===== src/rtl/audio_pkg.sv =====
// Shared types and default constants for the audio sample recorder.
//   rec_state_t          : recorder FSM state encoding
//   AUDIO_SAMPLE_WIDTH   : sample / BRAM word width
//   DEFAULT_*            : default clock, sample rate and BRAM depth
package audio_pkg;

  typedef enum logic [1:0] {
    IDLE = 2'd0,
    REC  = 2'd1,
    DONE = 2'd2
  } rec_state_t;

  localparam int unsigned AUDIO_SAMPLE_WIDTH     = 8;
  localparam int unsigned DEFAULT_CLK_FREQ_HZ    = 100_000_000;
  localparam int unsigned DEFAULT_SAMPLE_RATE_HZ = 8_000;
  localparam int unsigned DEFAULT_RAM_DEPTH      = 40_000;  // 5 s at 8 kHz

endpackage


===== src/rtl/sample_tick_gen.sv =====
// Sample-rate tick generator.
//   clk_in   : system clock
//   rst_in   : asynchronous, active-low reset
//   clear_in : synchronous clear of the divider counter (restart the period)
//   en_in    : count enable; the counter freezes while low
//   tick_out : high for one cycle when the counter sits at TICK_DIV-1 and en_in is high
module sample_tick_gen #(
  parameter int unsigned TICK_DIV = 12_500
) (
  input  logic clk_in,
  input  logic rst_in,
  input  logic clear_in,
  input  logic en_in,
  output logic tick_out
);

  localparam int unsigned CW = (TICK_DIV > 1) ? $clog2(TICK_DIV) : 1;
  localparam logic [CW-1:0] LAST = CW'(TICK_DIV - 1);

  logic [CW-1:0] cnt_q;

  assign tick_out = en_in && (cnt_q == LAST);

  // NOTE: sequential state is always assigned with <= so every flop samples
  // the pre-edge values of its inputs regardless of block ordering.
  always_ff @(posedge clk_in or negedge rst_in) begin
    if (!rst_in) begin
      cnt_q <= '0;
    end else if (clear_in) begin
      cnt_q <= '0;
    end else if (en_in) begin
      cnt_q <= (cnt_q == LAST) ? '0 : cnt_q + 1'b1;
    end
  end

endmodule


===== src/rtl/audio_sample_recorder.sv =====
// Write side of the audio sample BRAM: latches the incoming sample stream into
// a hold register and writes it to BRAM port B once per sample tick.
//   clk_in / rst_in          : system clock, asynchronous active-low reset
//   start_in / stop_in       : 1-cycle control pulses (start wins when both)
//   loop_in                  : sampled on start; 1 = circular, 0 = one-shot
//   sample_in/sample_valid_in: incoming sample stream
//   addrb_out/dinb_out/web_out : registered BRAM port-B write interface
//   recording_out, full_out, length_out : capture status
//   underrun_out, overrun_out: sticky stream-timing flags, cleared on start
module audio_sample_recorder
  import audio_pkg::*;
#(
  parameter int unsigned CLK_FREQ_HZ    = DEFAULT_CLK_FREQ_HZ,
  parameter int unsigned SAMPLE_RATE_HZ = DEFAULT_SAMPLE_RATE_HZ,
  parameter int unsigned RAM_DEPTH      = DEFAULT_RAM_DEPTH,
  parameter int unsigned SAMPLE_WIDTH   = AUDIO_SAMPLE_WIDTH,
  localparam int unsigned ADDR_WIDTH    = $clog2(RAM_DEPTH)
) (
  input  logic                    clk_in,
  input  logic                    rst_in,
  input  logic                    start_in,
  input  logic                    stop_in,
  input  logic                    loop_in,
  input  logic [SAMPLE_WIDTH-1:0] sample_in,
  input  logic                    sample_valid_in,
  output logic [ADDR_WIDTH-1:0]   addrb_out,
  output logic [SAMPLE_WIDTH-1:0] dinb_out,
  output logic                    web_out,
  output logic                    recording_out,
  output logic                    full_out,
  output logic [ADDR_WIDTH:0]     length_out,
  output logic                    underrun_out,
  output logic                    overrun_out
);

  localparam int unsigned TICK_DIV  = CLK_FREQ_HZ / SAMPLE_RATE_HZ;
  localparam int unsigned LEN_WIDTH = ADDR_WIDTH + 1;
  localparam logic [ADDR_WIDTH-1:0] LAST_ADDR = ADDR_WIDTH'(RAM_DEPTH - 1);
  localparam logic [LEN_WIDTH-1:0]  FULL_LEN  = LEN_WIDTH'(RAM_DEPTH);

  rec_state_t              state_q, state_d;
  logic [ADDR_WIDTH-1:0]   addr_q;
  logic [SAMPLE_WIDTH-1:0] hold_q;
  logic                    fresh_q;
  logic                    loop_q;
  logic                    finish_q;   // last write is on the port; leave REC next edge
  logic                    tick;
  logic                    tick_eff;
  logic                    last_write;

  sample_tick_gen #(
    .TICK_DIV (TICK_DIV)
  ) u_tick (
    .clk_in   (clk_in),
    .rst_in   (rst_in),
    .clear_in (start_in),
    .en_in    (state_q == REC),
    .tick_out (tick)
  );

  // A start in the tick cycle restarts the capture, so that write is dropped.
  assign tick_eff      = tick && !start_in;
  assign last_write    = tick_eff && !loop_q && (addr_q == LAST_ADDR);
  assign recording_out = (state_q == REC);

  // NOTE: every signal written here gets a default first, so no path can
  // leave it unassigned and infer a latch.
  always_comb begin
    state_d = state_q;
    unique case (state_q)
      IDLE: if (start_in) state_d = REC;
      REC: begin
        if (start_in)                 state_d = REC;
        else if (finish_q)            state_d = DONE;
        else if (stop_in && !tick_eff) state_d = DONE;
      end
      DONE: if (start_in) state_d = REC;
      default: state_d = IDLE;
    endcase
  end

  always_ff @(posedge clk_in or negedge rst_in) begin
    if (!rst_in) begin
      state_q <= IDLE;
    end else begin
      state_q <= state_d;
    end
  end

  // Hold register and stream-timing flags.
  always_ff @(posedge clk_in or negedge rst_in) begin
    if (!rst_in) begin
      hold_q       <= '0;
      fresh_q      <= 1'b0;
      underrun_out <= 1'b0;
      overrun_out  <= 1'b0;
    end else begin
      if (sample_valid_in) hold_q <= sample_in;
      if (start_in) begin
        fresh_q      <= 1'b0;
        underrun_out <= 1'b0;
        overrun_out  <= 1'b0;
      end else begin
        // A valid in the tick cycle belongs to the next interval, not this one.
        if (sample_valid_in && fresh_q && !tick_eff && state_q == REC) overrun_out <= 1'b1;
        if (tick_eff && !fresh_q) underrun_out <= 1'b1;
        if (sample_valid_in)      fresh_q <= 1'b1;
        else if (tick_eff)        fresh_q <= 1'b0;
      end
    end
  end

  // Address/length counters and registered port-B outputs.
  always_ff @(posedge clk_in or negedge rst_in) begin
    if (!rst_in) begin
      addr_q     <= '0;
      loop_q     <= 1'b0;
      finish_q   <= 1'b0;
      full_out   <= 1'b0;
      length_out <= '0;
      addrb_out  <= '0;
      dinb_out   <= '0;
      web_out    <= 1'b0;
    end else begin
      web_out  <= tick_eff;
      finish_q <= tick_eff && (stop_in || last_write);
      if (start_in) begin
        addr_q     <= '0;
        length_out <= '0;
        loop_q     <= loop_in;
        full_out   <= 1'b0;
      end else begin
        if (tick_eff) begin
          addrb_out <= addr_q;
          dinb_out  <= hold_q;
          addr_q    <= (addr_q == LAST_ADDR) ? '0 : addr_q + 1'b1;
          if (length_out != FULL_LEN) length_out <= length_out + 1'b1;
        end
        if (finish_q && !loop_q && length_out == FULL_LEN) full_out <= 1'b1;
      end
    end
  end

endmodule


===== config.mk =====
export PLATFORM = sky130hd
export DESIGN_NAME = audio_sample_recorder
export DESIGN_NICKNAME = d
export VERILOG_FILES = /design/src/rtl/audio_pkg.sv /design/src/rtl/sample_tick_gen.sv /design/src/rtl/audio_sample_recorder.sv
export SDC_FILE = /design/constraint.sdc
export NUM_CORES = 1
export LEC_CHECK = 0
export ABC_CLOCK_PERIOD_IN_PS = 3100
export BUFFER_PORTS_ARGS = -buffer_cell sky130_fd_sc_hd__buf_4
export CAP_MARGIN = 10
export CORE_ASPECT_RATIO = 1.75
export CORE_MARGIN = 2
export CORE_UTILIZATION = 45
export CTS_CLUSTER_SIZE = 20
export DETAILED_ROUTE_END_ITERATION = 10
export PLACE_DENSITY_LB_ADDON = 0.15
export SYNTH_ARGS = -nofsm -noshare
export SYNTH_HDL_FRONTEND = slang
export SYNTH_SLANG_ARGS = --single-unit

===== constraint.sdc =====
create_clock -name clk_in -period 3.1 [get_ports clk_in]
set_input_delay 0.31 -clock clk_in [delete_from_list [all_inputs] [get_ports clk_in]]
set_output_delay 0.31 -clock clk_in [all_outputs]
set_load 0.05 [all_outputs]

### Word-level counts from Yosys, hierarchy flattened

Index checks and enable logic that the tools add are counted.

* flip-flop bits (word level): 88
* bits in latches: 0
* bits in writable memories: 0
* memory bits (read-only): 0
* bits of input ports: 14
* output and inout bits: 46
* logic and storage cells: 78
* memories kept: 0

* $add $sub $neg: 3
* multiply operators: 0
* div/mod/pow operators: 0
* magnitude comparators: 0
* eq/ne operators: 8
* shifts and indexed selects: 0
* muxes and demuxes: 23
* bitwise gates (word level): 1
* reduce and logical (&&, ||, !) cells: 29

Operators with widths (count)
* 2-to-1 mux 17 bit: 3
* 2-to-1 mux 16 bit: 3
* 2-to-1 mux 14 bit: 3
* adder 17 x 1 -> 17 bit (second input constant): 1
* equality test 17 x 16 -> 1 bit (second input constant): 1
* != test 17 x 16 -> 1 bit (second input constant): 1
* adder 16 x 1 -> 16 bit (second input constant): 1
* equality test 16 bit (second input constant): 1
* adder 14 x 1 -> 14 bit (second input constant): 1
* equality test 14 bit (second input constant): 1
* logical AND 1 bit: 12
* nonzero test 2 bit: 6
* 2-to-1 mux 1 bit: 9
* 2-to-1 mux 2 bit: 4
* AND reduction 2 bit: 3
* logical NOT 1 bit: 4
* != test 4 bit (second input constant): 1
* case mux 2 bit (2 select lines): 1
* nonzero test 3 bit: 1
* equality test 2 x 1 -> 1 bit (second input constant): 1
* equality test 2 bit (second input constant): 1
* logical NOT 2 bit: 1
* != test 2 x 1 -> 1 bit (second input constant): 1
* OR reduction 2 bit: 1
* other kinds (2): 2

### Logic depth before layout (Yosys ltp)

* depth after elaboration: 9
* mapped depth: 10
* depth with buffers taken out: 7

### Modules after synthesis

A second synthesis with hierarchy kept.

* cells, all modules: 434
* area total of the unflattened synthesis: 4240.3 um^2

By module, submodules not included
* audio_sample_recorder: times used 1, cells an instance 351, area an instance 3404.5 um^2, seq. area each 1851.8 um^2
* sample_tick_gen: times used 1, cells an instance 83, area an instance 835.8 um^2, seq. area each 350.3 um^2

### Worst setup path before layout

Ideal clock, no wire load.

* path type: reg2reg
* start point: reg u_tick.cnt_q[0]
* end point: reg length_out[13]
* library setup time: 125 ps
* arrival: 2103 ps
* required time: 2975 ps
* setup slack: 872 ps
* cell stages (with the launch flop): 9
* buffers on the path: 2
* clock period less this slack: 2228 ps
* cell sequence: dfrtp_1 > ha_1 > nor4bb_1 > and4_1 > buf_6 > a21oi_4 > buf_6 > nor4b_1 > mux2_2

* cells in the longest elaborated chain, start to end: 5

RTL lines
* start: declaration: line sample_tick_gen.sv:20 `logic [CW-1:0] cnt_q;`
* start signal: assignment: line sample_tick_gen.sv:32 `cnt_q <= (cnt_q == LAST) ? '0 : cnt_q + 1'b1;`
* equality test 14 bit: line sample_tick_gen.sv:22 `assign tick_out = en_in && (cnt_q == LAST);`
* logical AND 1 bit: line sample_tick_gen.sv:22
* logical AND 1 bit: line audio_sample_recorder.sv:62 `assign tick_eff = tick && !start_in;`
* nonzero test 2 bit (no line)
* AND reduction 2 bit (no line)
* end signal: assignment: line audio_sample_recorder.sv:137 `if (length_out != FULL_LEN) length_out <= length_out + 1'b1;`
* end: declaration: line audio_sample_recorder.sv:31 `output logic [ADDR_WIDTH:0] length_out,`

No other way between the ends.
A chain may end at the register's enable or synchronous reset.

### Worst setup path in the final report

Same ends and word-level chain as after synthesis.

==> results.py <==
metrics = {
    "floorplan": {
        "die_w_um": 78.5,
        "coreArea_um2": 9470,
        "fp.dieH_um": 134,
        "rows": 47,
        "ios": 60,
        "initial_core_util_pct": 46.1,
        "dieArea_um2": 10500,
    },
    "global_routing": {
        "grt_pass1_wl_um": 18000,
        "antenna_found_initial": 0,
        "grt_start_max_net_pins": 38,
        "grt_pass1_vias": 3752,
        "grt_usage_pct": 21.4,
        "overflow": 0,
    },
    "cts": {
        "cts_inserted_buffers": 9,
        "clk_path_buf_depth": 2,
        "cts_tree": "yes",
        "root_buffer": "clkbuf_16",
        "htree_levels": 3,
        "clk-insertion-delay-late_ns": 0.34,
        "path_clk_slew_ns": 0.06,
        "cts_sinks": 88,
    },
    "synth": {
        "syn_inst": 484,
        "synth_top_family_by_area": "simple AND/OR/NAND/NOR gates",
        "postSynthAreaPerCell_um2": 9.02,
        "synth_cell_type_count": 45,
        "synth_top_cells_by_count": "120 x nand2_1, 88 x dfrtp_1, 29 x o21ai_0, 24 x nand3_1, 23 x a21oi_1",
        "synthAdderAreaFrac_pct": 1.15,
        "yosys.area.top_type": "dfrtp_1",
        "ys_async_sr_fraction_pct": 100,
        "synth-simple-area-share_pct": 29.1,
        "netlist.area_leader.share_pct": 50.4,
        "synth_top_flop_cell": "dfrtp_1",
        "synth_area_leaders": "dfrtp_1 50%, nand2_1 10%, o21ai_0 3.3%, mux2_2 3.1%, nand3_1 2.8%",
        "synth_xor_area_share_pct": 0.201,
        "seq_area_frac_synth_pct": 50.4,
        "syn_area_um2": 4370,
        "synth-edff-count": 0,
        "ys_warn_count": 0,
        "ys_ff_latch": 88,
        "synth.most_common_cell": "nand2_1",
        "synthMuxAreaShare_pct": 3.32,
        "syn_nets": 502,
        "synth-compound-area-share_pct": 11.7,
    },
    "timing": {
        "setup_tns_ns": 0,
        "slew_viol_final": 0,
        "max_freq_mhz": 375,
        "period_minus_slack_ns": 2.67,
        "setup_ws_ns": 0.433,
        "fin_crit_sh_pct": 86.0,
        "finClkSkew_ns": 0.0102,
        "hold_viol": 0,
        "rsz0062_at_grt": "no",
        "worstMarginPinSlew_ns": 0.951,
        "relSlewSlack_pct": 36.3,
        "setup_viol": 0,
    },
    "power_and_ir_drop": {
        "total_power_mw": 2.58,
        "power_density_nw_per_um2": 492,
        "ir_drop_v": 0.000325,
        "cellLeakagePower_nw": 2.48,
    },
    "layout": {
        "diodes": 0,
        "final_cells": 661,
        "final_nets": 552,
        "fin_area_um2": 5240,
        "nFillCells": 895,
        "drive_gt1_share_pct": 18.4,
        "multi_input_area_um2": 1990,
        "synthToLayoutAreaGrowth_pct": 20.0,
        "regArea_um2": 2200,
    },
    "flow_run": {
        "cap_viol_max_count": 0,
    },
    "route": {
        "drt_pass1_iterations": 4,
        "wire_per_inst_um": 15.9,
        "drt_iter0_drc": 326,
        "totalWireLength_um": 10500,
        "vias": 3710,
        "drcViolationCount": 0,
        "vias_per_cell": 5.61,
        "drtAntennaViolNets": 0,
    },
    "place": {
        "dp_hpwl_um": 7190,
        "dp.cells": 644,
        "port_buffers": 59,
        "post-place-ws_ns": 0.472,
        "routabilityCongestion": 0.798,
        "place_area_um2": 4880,
    },
    "worst_setup_path": {
        "required_ns": 3.32,
        "cp_data_arrival_time_ns": 2.89,
        "crit_fanout": 37,
        "cp-end-kind": "flop",
        "path_class": "flop to flop",
        "critPathLaunchType": "flop",
        "reg2regPathDepth": 6,
    },
    "min_path": {
        "whs_path_depth": 2,
        "min_path_type": "input pin to flop",
    },
    "status": {
        "outcome": "completed",
    },
}
==> state kept, by name, indices dropped and copies added, names as in the netlist, 2 cells and up <==
| signal | cells |
|---|---|
| addrb_out | 16 |
| addr_q | 16 |
| dinb_out | 8 |
| state_q | 2 |
| hold_q | 8 |
| length_out | 17 |
| u_tick.cnt_q | 14 |
==> routing by layer <==
layer / share of wire (%) / global-route usage (%) / vias up
met5: 0 / 0 / -
met4: 2.4 / 9.06 / 0
met3: 2.7 / 3.43 / 19
met2: 54 / 38.3 / 69
met1: 41 / 25.2 / 1810
li1: - / - / 1812
==> per-stage QoR <==
stage	util (%)	hold WS [ns]
after global placement	51.6	0.251
after floorplan	-	0.0144
final	55.3	0.199
after CTS	55.3	0.193
after detailed placement	51.6	0.259
after global routing	55.3	0.201
==> final timing paths <==
kind / slack (ns) / startpoint / to
worst min-delay path: 0.20 / sample_in[6] / hold_q[6]
worst max register to register: 0.43 / u_tick.cnt_q[0] / length_out[13]
worst min register to register: 0.47 / dinb_out[1] / dinb_out[1]
worst max-delay path: 0.43 / u_tick.cnt_q[0] / length_out[13]
max in group asynchronous: 1.93 / rst_in / length_out[16]
min in group asynchronous: 0.44 / rst_in / dinb_out[4]
==> layout make-up <==
class	count	area share, %
Clock buffer	11	4.63
Clock inverter	5	1.98
Inverter	12	0.860
Multi-Input combinational cell	356	37.9
Sequential cell	88	42.0
Tap cell	122	2.91
Timing Repair Buffer	67	9.65
==> repair_timing <==
action,CTS,global route
endpoints found under the hold margin,27,0
buffers inserted,0,0
hold buffers,1,0
resized for setup,0,0
==> critical path: stages (launching register included) <==
cell,delay [ns]
dfrtp_1,0.38
ha_1,0.24
nor4bb_1,0.38
and4_1,0.46
a21oi_4,0.29
nor4b_1,0.42
mux2_2,0.37
==> kinds of logic (layout without fill, tap and decap cells) <==
family	count (synthesis)	after routing
simple gates	254	254
flops	88	88
compound gates	84	84
buf+inv	40	95
mux	13	13
fa+ha+maj	4	4
xor+xnor	1	1
==> layout by cell type (no fill, tap or decap), types with 2 or more instances in the layout <==
| cell | Yosys | routed |
|---|---|---|
| nand2_1 | 120 | 120 |
| dfrtp_1 | 88 | 88 |
| buf_4 | 0 | 66 |
| o21ai_0 | 29 | 29 |
| nand3_1 | 24 | 24 |
| a21oi_1 | 23 | 23 |
| nor2_1 | 17 | 17 |
| nor3_1 | 15 | 15 |
| o31ai_1 | 13 | 13 |
| inv_1 | 12 | 12 |
| nand4_1 | 12 | 12 |
| mux2_2 | 12 | 12 |
| or4_1 | 12 | 12 |
| and3_1 | 10 | 10 |
| clkbuf_16 | 0 | 9 |
| nor2b_1 | 7 | 7 |
| nor4_1 | 6 | 6 |
| a21o_1 | 6 | 6 |
| and4_1 | 4 | 4 |
| or3_1 | 4 | 4 |
| ha_1 | 4 | 4 |
| nand2b_1 | 3 | 3 |
| nor3b_1 | 3 | 3 |
| nand3b_1 | 3 | 3 |
| and2_1 | 3 | 3 |
| a31oi_1 | 3 | 3 |
| bufinv_16 | 0 | 3 |
| nor4bb_1 | 2 | 2 |
| a22o_1 | 2 | 2 |
| nor4b_1 | 2 | 2 |
| or3b_2 | 2 | 2 |
| a21boi_0 | 2 | 2 |
| o211ai_1 | 2 | 2 |
==> power by group <==
group / switching (mW) / internal, mW
clock network: 0.450 / 0.810
registers: 0.0144 / 1.17
logic: 0.0903 / 0.0455
total: 0.555 / 2.02
Power figures use the tool's default switching activity.
